<file path="src/rtl/icache_pkg.sv">
// Shared definitions for the direct-mapped, read-only instruction cache.
// Contents: geometry constants, the two-state controller enum, the refill
// line type and a saturating increment helper for the event counters.
package icache_pkg;

  localparam int ICACHE_LINES = 4;
  localparam int ICACHE_WORDS = 4;

  typedef enum logic {
    IDLE = 1'b0,
    FILL = 1'b1
  } icache_state_t;

  typedef logic [127:0] icache_line_t;

  // Counters stick at all-ones instead of wrapping.
  function automatic logic [31:0] sat_inc(input logic [31:0] value);
    return (value == 32'hFFFF_FFFF) ? value : value + 32'd1;
  endfunction

endpackage

</file>
<file path="src/rtl/icache_line_array.sv">
// Valid/tag/data storage for the instruction cache.
// Ports:
//   clock, reset          - core clock, async active-high reset (clears valid bits only)
//   rd_index              - combinational read port index
//   rd_valid/rd_tag/rd_line - contents of the addressed line
//   wr_en/wr_index/wr_tag/wr_line - synchronous write port; a write also sets valid
module icache_line_array
  import icache_pkg::*;
#(
  parameter int LINES = ICACHE_LINES,
  parameter int IDX_W = $clog2(LINES),
  parameter int TAG_W = 28
) (
  input  logic               clock,
  input  logic               reset,
  input  logic [IDX_W-1:0]   rd_index,
  output logic               rd_valid,
  output logic [TAG_W-1:0]   rd_tag,
  output icache_line_t       rd_line,
  input  logic               wr_en,
  input  logic [IDX_W-1:0]   wr_index,
  input  logic [TAG_W-1:0]   wr_tag,
  input  icache_line_t       wr_line
);

  logic [LINES-1:0] valid;
  logic [TAG_W-1:0] tag_mem  [LINES];
  icache_line_t     data_mem [LINES];

  always_ff @(posedge clock or posedge reset) begin
    if (reset) begin
      valid <= '0;
    end else if (wr_en) begin
      valid[wr_index] <= 1'b1;
    end
  end

  // Tag and data carry no reset; a line is only ever read through its valid bit.
  always_ff @(posedge clock) begin
    if (wr_en) begin
      tag_mem[wr_index]  <= wr_tag;
      data_mem[wr_index] <= wr_line;
    end
  end

  assign rd_valid = valid[rd_index];
  assign rd_tag   = tag_mem[rd_index];
  assign rd_line  = data_mem[rd_index];

endmodule

</file>
<file path="src/rtl/icache.sv">
// Direct-mapped read-only instruction cache with single-line refill.
// Ports:
//   clock, reset    - core clock, async active-high reset
//   addr_in         - instruction word address (PC >> 2)
//   data_out        - instruction word, 0 whenever there is no hit
//   data_out_valid  - combinational hit indication
//   mem_addr        - line-aligned word address of the outstanding refill
//   mem_req         - refill request, held until mem_valid
//   mem_dataOut     - refill line, word 0 in bits [31:0]
//   mem_valid       - single-cycle refill strobe
// Handshake: mem_req rises the cycle after a miss and stays high with a
// stable mem_addr until a cycle in which mem_valid=1; that cycle writes the
// line and mem_req is low from the next cycle on. mem_valid outside a
// refill is ignored.
// Debug: the controller state is visible as `state`; hit_count and
// miss_count are readable hierarchically.
module icache
  import icache_pkg::*;
#(
  parameter int LINES = ICACHE_LINES,
  parameter int WORDS = ICACHE_WORDS
) (
  input  logic         clock,
  input  logic         reset,
  input  logic [31:0]  addr_in,
  output logic [31:0]  data_out,
  output logic         data_out_valid,
  output logic [31:0]  mem_addr,
  output logic         mem_req,
  input  icache_line_t mem_dataOut,
  input  logic         mem_valid
);

  localparam int OFF_W = $clog2(WORDS);
  localparam int IDX_W = $clog2(LINES);
  localparam int TAG_W = 32 - OFF_W - IDX_W;

  icache_state_t state;
  logic [31:0]   hit_count;
  logic [31:0]   miss_count;

  logic [OFF_W-1:0] offset;
  logic [IDX_W-1:0] index;
  logic [TAG_W-1:0] tag;
  logic             rd_valid;
  logic [TAG_W-1:0] rd_tag;
  icache_line_t     rd_line;
  logic [31:0]      words [WORDS];
  logic             hit;
  logic             fill_done;

  assign offset = addr_in[OFF_W-1:0];
  assign index  = addr_in[OFF_W +: IDX_W];
  assign tag    = addr_in[31 -: TAG_W];

  assign hit       = (state == IDLE) && rd_valid && (rd_tag == tag);
  assign fill_done = (state == FILL) && mem_valid;

  always_comb begin
    for (int w = 0; w < WORDS; w++) begin
      words[w] = rd_line[w*32 +: 32];
    end
  end

  always_comb begin
    data_out = '0;
    if (hit) begin
      data_out = words[offset];
    end
  end

  assign data_out_valid = hit;

  // mem_addr doubles as the captured miss address: index and tag of the
  // line being refilled come from its upper bits.
  icache_line_array #(
    .LINES (LINES),
    .IDX_W (IDX_W),
    .TAG_W (TAG_W)
  ) u_array (
    .clock    (clock),
    .reset    (reset),
    .rd_index (index),
    .rd_valid (rd_valid),
    .rd_tag   (rd_tag),
    .rd_line  (rd_line),
    .wr_en    (fill_done),
    .wr_index (mem_addr[OFF_W +: IDX_W]),
    .wr_tag   (mem_addr[31 -: TAG_W]),
    .wr_line  (mem_dataOut)
  );

  always_ff @(posedge clock or posedge reset) begin
    if (reset) begin
      state      <= IDLE;
      mem_req    <= 1'b0;
      mem_addr   <= '0;
      hit_count  <= '0;
      miss_count <= '0;
    end else begin
      case (state)
        IDLE: begin
          if (hit) begin
            hit_count <= sat_inc(hit_count);
          end else begin
            miss_count <= sat_inc(miss_count);
            mem_addr   <= {addr_in[31:OFF_W], {OFF_W{1'b0}}};
            mem_req    <= 1'b1;
            state      <= FILL;
          end
        end
        FILL: begin
          if (mem_valid) begin
            mem_req <= 1'b0;
            state   <= IDLE;
          end
        end
        default: state <= IDLE;
      endcase
    end
  end

endmodule

</file>
<file path="config.mk">
export PLATFORM = sky130hd
export DESIGN_NAME = icache
export DESIGN_NICKNAME = d
export VERILOG_FILES = /design/src/rtl/icache_pkg.sv /design/src/rtl/icache_line_array.sv /design/src/rtl/icache.sv
export SDC_FILE = /design/constraint.sdc
export NUM_CORES = 1
export LEC_CHECK = 0
export ABC_AREA = 1
export CAP_MARGIN = 10
export CORE_ASPECT_RATIO = 0.7
export CORE_MARGIN = 1.5
export CORE_UTILIZATION = 25
export DETAILED_ROUTE_END_ITERATION = 10
export GPL_ROUTABILITY_DRIVEN = 1
export GPL_TIMING_DRIVEN = 0
export MAX_ROUTING_LAYER = met4
export PLACE_DENSITY = 0.44
export SYNTH_ARGS = -nofsm -noshare
export SYNTH_HDL_FRONTEND = slang
export SYNTH_SLANG_ARGS = --single-unit
</file>
<file path="constraint.sdc">
create_clock -name clock -period 8.16 [get_ports clock]
set_input_delay 0.816 -clock clock [delete_from_list [all_inputs] [get_ports clock]]
set_output_delay 0.816 -clock clock [all_outputs]
set_load 0.01 [all_outputs]
</file>
==> qor.csv <==
stage;metric;value;unit
final_layout;fillerInstances;10400;
global_route;grt_pass1_wl;129000;µm
logic_synthesis;synth_edf_count;624;
worst_setup_path;crit_chain;clkdlybuf4s50_1 > buf_4 > buf_2 > nand3_1 > nand3b_1 > nand2_1 > nor2_1 > nand2_1 > inv_2 > nand2_1 > nor2_2 > nand2_2 > buf_4 > nor3_1 > clkdlybuf4s50_1;
sta;fin_crit_sh;68.9;%
logic_synthesis;synth-seq-area-share;74.2;%
global_route;overflow;0;
logic_synthesis;netlist_area;26500;µm²
run;cap_violations;0;
place;gp_congestion;0.803;
detailed_routing;drc;0;
logic_synthesis;syn-instance-count;2126;
pwr;power_density;233;nW/µm²
cts;clock_latency;0.62;ns
detailed_routing;ant_nets;0;
logic_synthesis;yosys_warnings;0;
final_layout;final_nets;2622;
detailed_routing;viasPerCell;4.64;
global_route;grt_use_total;17.1;%
floorplan;io_pins;229;
floorplan;initial_core_util;25.3;%
sta;slew_viol_final;0;
final_layout;drive_gt1_share;8.42;%
cts;cts_tree;done;
status;status;finished clean;
worst_setup_path;reg2regPathDepth;6;
worst_setup_path;worstSetupStartpoint;addr_in[3];
pwr;total_power;7.81;mW
detailed_routing;totalWireLength;90700;µm
logic_synthesis;ys_top_cells_by_area;edfxtp_1 (71%), nand2_1 (10%), nand3_1 (3.9%), dfrtp_1 (3.4%), a21oi_1 (3.0%);
pwr;p_comb_share;9.7;%
worst_setup_path;required;7.34;ns
global_route;grt_pass1_vias;17773;
logic_synthesis;synth_common_cells;nand2_1 (725), edfxtp_1 (624), nand3_1 (205);
sta;hold-worst-slack;0.459;ns
detailed_routing;dr.first_iter.drc_count;1704;
final_layout;design_area;33400;µm²
logic_synthesis;async_reset_ff_share;5.45;%
sta;rsz0062_at_grt;false;
logic_synthesis;avgSynthCellArea;12.4;µm²
cts;clockBufferDepth;3;
final_layout;multi_input_area;6050;µm²
worst_setup_path;worst_setup_path_end_kind;output pin;
floorplan;die_area;108000;µm²
worst_setup_path;worst-setup-path-type;input pin to output pin;
floorplan;core-area;105000;µm²
final_layout;seq_area;19600;µm²
sta;hold_violations;0;
cts;root_buffer;clkbuf_16;
worst_setup_path;startpoint_type;input pin;
worst_setup_path;arrival;4.81;ns
place;dpl_cell_area;31200;µm²
global_route;grt_max_degree;27;
pwr;p_int;5.93;mW
worst_setup_path;endpoint;data_out[15];
cts;cts_setup_buffers;0;
cts;clkTransAtPathRegs;0.06;ns
sta;worst_pin_slew;1.00;ns
sta;setup_viol;0;
logic_synthesis;synth.most_common_cell;nand2_1;
pwr;power_switching;1.87;mW
detailed_routing;first_pass_iters;5;
worst_setup_path;cp_slowest_cell;clkdlybuf4s50_1;
pwr;leakage;11.8;nW
floorplan;fp-row-count;99;
worst_setup_path;max_stage_delay;0.66;ns
floorplan;die_y;275;µm
worst_setup_path;r2r_start;state;
place;dp_hpwl;64600;µm
worst_setup_path;r2r_setup_slack;5.67;ns
worst_setup_path;crit_path_max_fanout;10;
cts;h-tree-depth;3;
pwr;seqPwrFrac;50.8;%
sta;final.setup_skew;0.0252;ns
sta;fmax;178;MHz
logic_synthesis;synth_flop_cell;edfxtp_1;
logic_synthesis;synth.distinct_cells;29;
cts;postCtsHoldBufs;0;
place;io_buffers;224;
detailed_routing;vias;18250;
floorplan;die_w;392;µm
worst_setup_path;cp_common_cell;nand2_1;
cts;ctsResizeCount;0;
cts;cts.sinks;660;
pwr;power_frac_clock;39.5;%
hold_path;hold_path.class;flop to flop;
sta;relSlewSlack;32.3;%
pwr;ir_worst_vdd;0.151;mV
logic_synthesis;synth_top_cell_area_share;70.8;%
pwr;switching_share;24.0;%
cts;numCtsBuffers;73;
sta;fin_crit;5.62;ns
global_route;grt_antenna_before_repair;19;
worst_setup_path;r2r_end;u_array.data_mem[3][20];
logic_synthesis;yosysTopAreaCell;edfxtp_1;
detailed_routing;wl_per_cell;23.0;µm
logic_synthesis;ys_ff_latch;660;
final_layout;synthToLayoutAreaGrowth;26.4;%
==> layer usage <==
layer  share of wire [%]  routed length [µm]  GRT usage [%]
met3                 7.6                6930           3.50
met2                  44               40300           25.3
met1                  46               42000           24.1
met5                   0                   0              -
met4                 1.7                1530           3.74
==> area by class of cell <==
class                   count  area share [%]
diodes                     16           0.120
plain buffers             137            2.00
clock buffers              91            5.75
clock inverters            32           0.767
inverters                  34           0.389
multi-input cells        1296            18.1
flip-flops and latches    660            58.7
well taps                1414            5.29
repair buffers            257            8.86
==> registers in the layout (all words and copies together), names as in the netlist <==
register and flops:
mem_req 1, u_array.valid 4, mem_addr 30, u_array.data_mem 512, state 1, u_array.tag_mem 112
==> critical path, delay by kind of cell <==
kind | cells | cell delay [ns]
AND/OR/NAND/NOR | 9 | 1.78
buffers and inverters | 6 | 2.16
==> cells by family (layout without fill, tap and decap cells) <==
group                     count (synthesis)  count (layout)  share of synthesized area (%)
and+or+nand+nor                         995             995                           15.3
DFF                                     660             660                           74.2
AOI/OAI and AO/OA                       298             298                           7.38
buffers and inverters                   171             551                           3.02
other                                     1              18                         0.0142
xor gates and xnor gates                  1               1                         0.0331
==> power by group through the flow <==
stage / Combinational [mW] / Clock [mW] / Sequential [mW]
final: 0.760 / 3.08 / 3.96
after global routing: 0.825 / 3.27 / 3.98
after CTS: 0.767 / 3.16 / 3.96
after detailed placement: 0.764 / 0 / 4.03
after global placement: 0.705 / 0 / 4.11
after floorplan: 0.324 / 0 / 4.06
==> per-stage QoR <==
step           setup TNS [ns]  worst slack [ns]  std cells  utilization [%]
6_report                    0              2.54       3937             32.0
4_1_cts                     0              2.53       3921             31.9
5_1_grt                     0              2.27       3934             32.0
3_5_place_dp                0              2.57       3798             29.9
3_3_place_gp         -4653.80             -7.63       3765             29.1
2_1_floorplan               0            0.0109       2127                -
==> worst min path at each step <==
| stage | from | end | slack (ns) | depth (start not counted) |
|---|---|---|---|---|
| 2_1_floorplan | u_array.valid[0] | u_array.valid[0] | 0.43 | 2 |
| 3_3_place_gp | u_array.valid[1] | u_array.valid[1] | 0.44 | 2 |
| 3_5_place_dp | u_array.valid[1] | u_array.valid[1] | 0.45 | 2 |
| 4_1_cts | reset | mem_addr[19] | 0.44 | 2 |
| 5_1_grt | reset | mem_addr[26] | 0.49 | 2 |
| 6_report | u_array.valid[1] | u_array.valid[1] | 0.46 | 2 |
==> cells in the final DEF, fill, tap and decap left out, types with 2 or more instances in the layout <==
| cell type | n |
|---|---|
| a21oi_1 | 161 |
| a221oi_1 | 8 |
| a22oi_1 | 32 |
| a32o_1 | 32 |
| buf_1 | 26 |
| buf_12 | 25 |
| buf_16 | 8 |
| buf_2 | 57 |
| buf_4 | 8 |
| buf_6 | 7 |
| bufinv_16 | 3 |
| clkbuf_1 | 54 |
| clkbuf_16 | 73 |
| clkbuf_8 | 3 |
| clkdlybuf4s50_1 | 224 |
| clkinv_1 | 13 |
| clkinv_2 | 9 |
| clkinv_8 | 2 |
| clkinvlp_4 | 3 |
| conb_1 | 2 |
| dfrtp_1 | 36 |
| diode_2 | 16 |
| edfxtp_1 | 624 |
| inv_1 | 30 |
| inv_2 | 3 |
| nand2_1 | 725 |
| nand3_1 | 205 |
| nand3b_1 | 10 |
| nor2_1 | 40 |
| nor2_4 | 4 |
| nor3_1 | 8 |
| o211a_1 | 8 |
| o211ai_1 | 24 |
| o21ai_0 | 5 |
| o21ai_1 | 4 |
| o311ai_0 | 24 |
No activity file was read; power rests on OpenSTA's default activity.
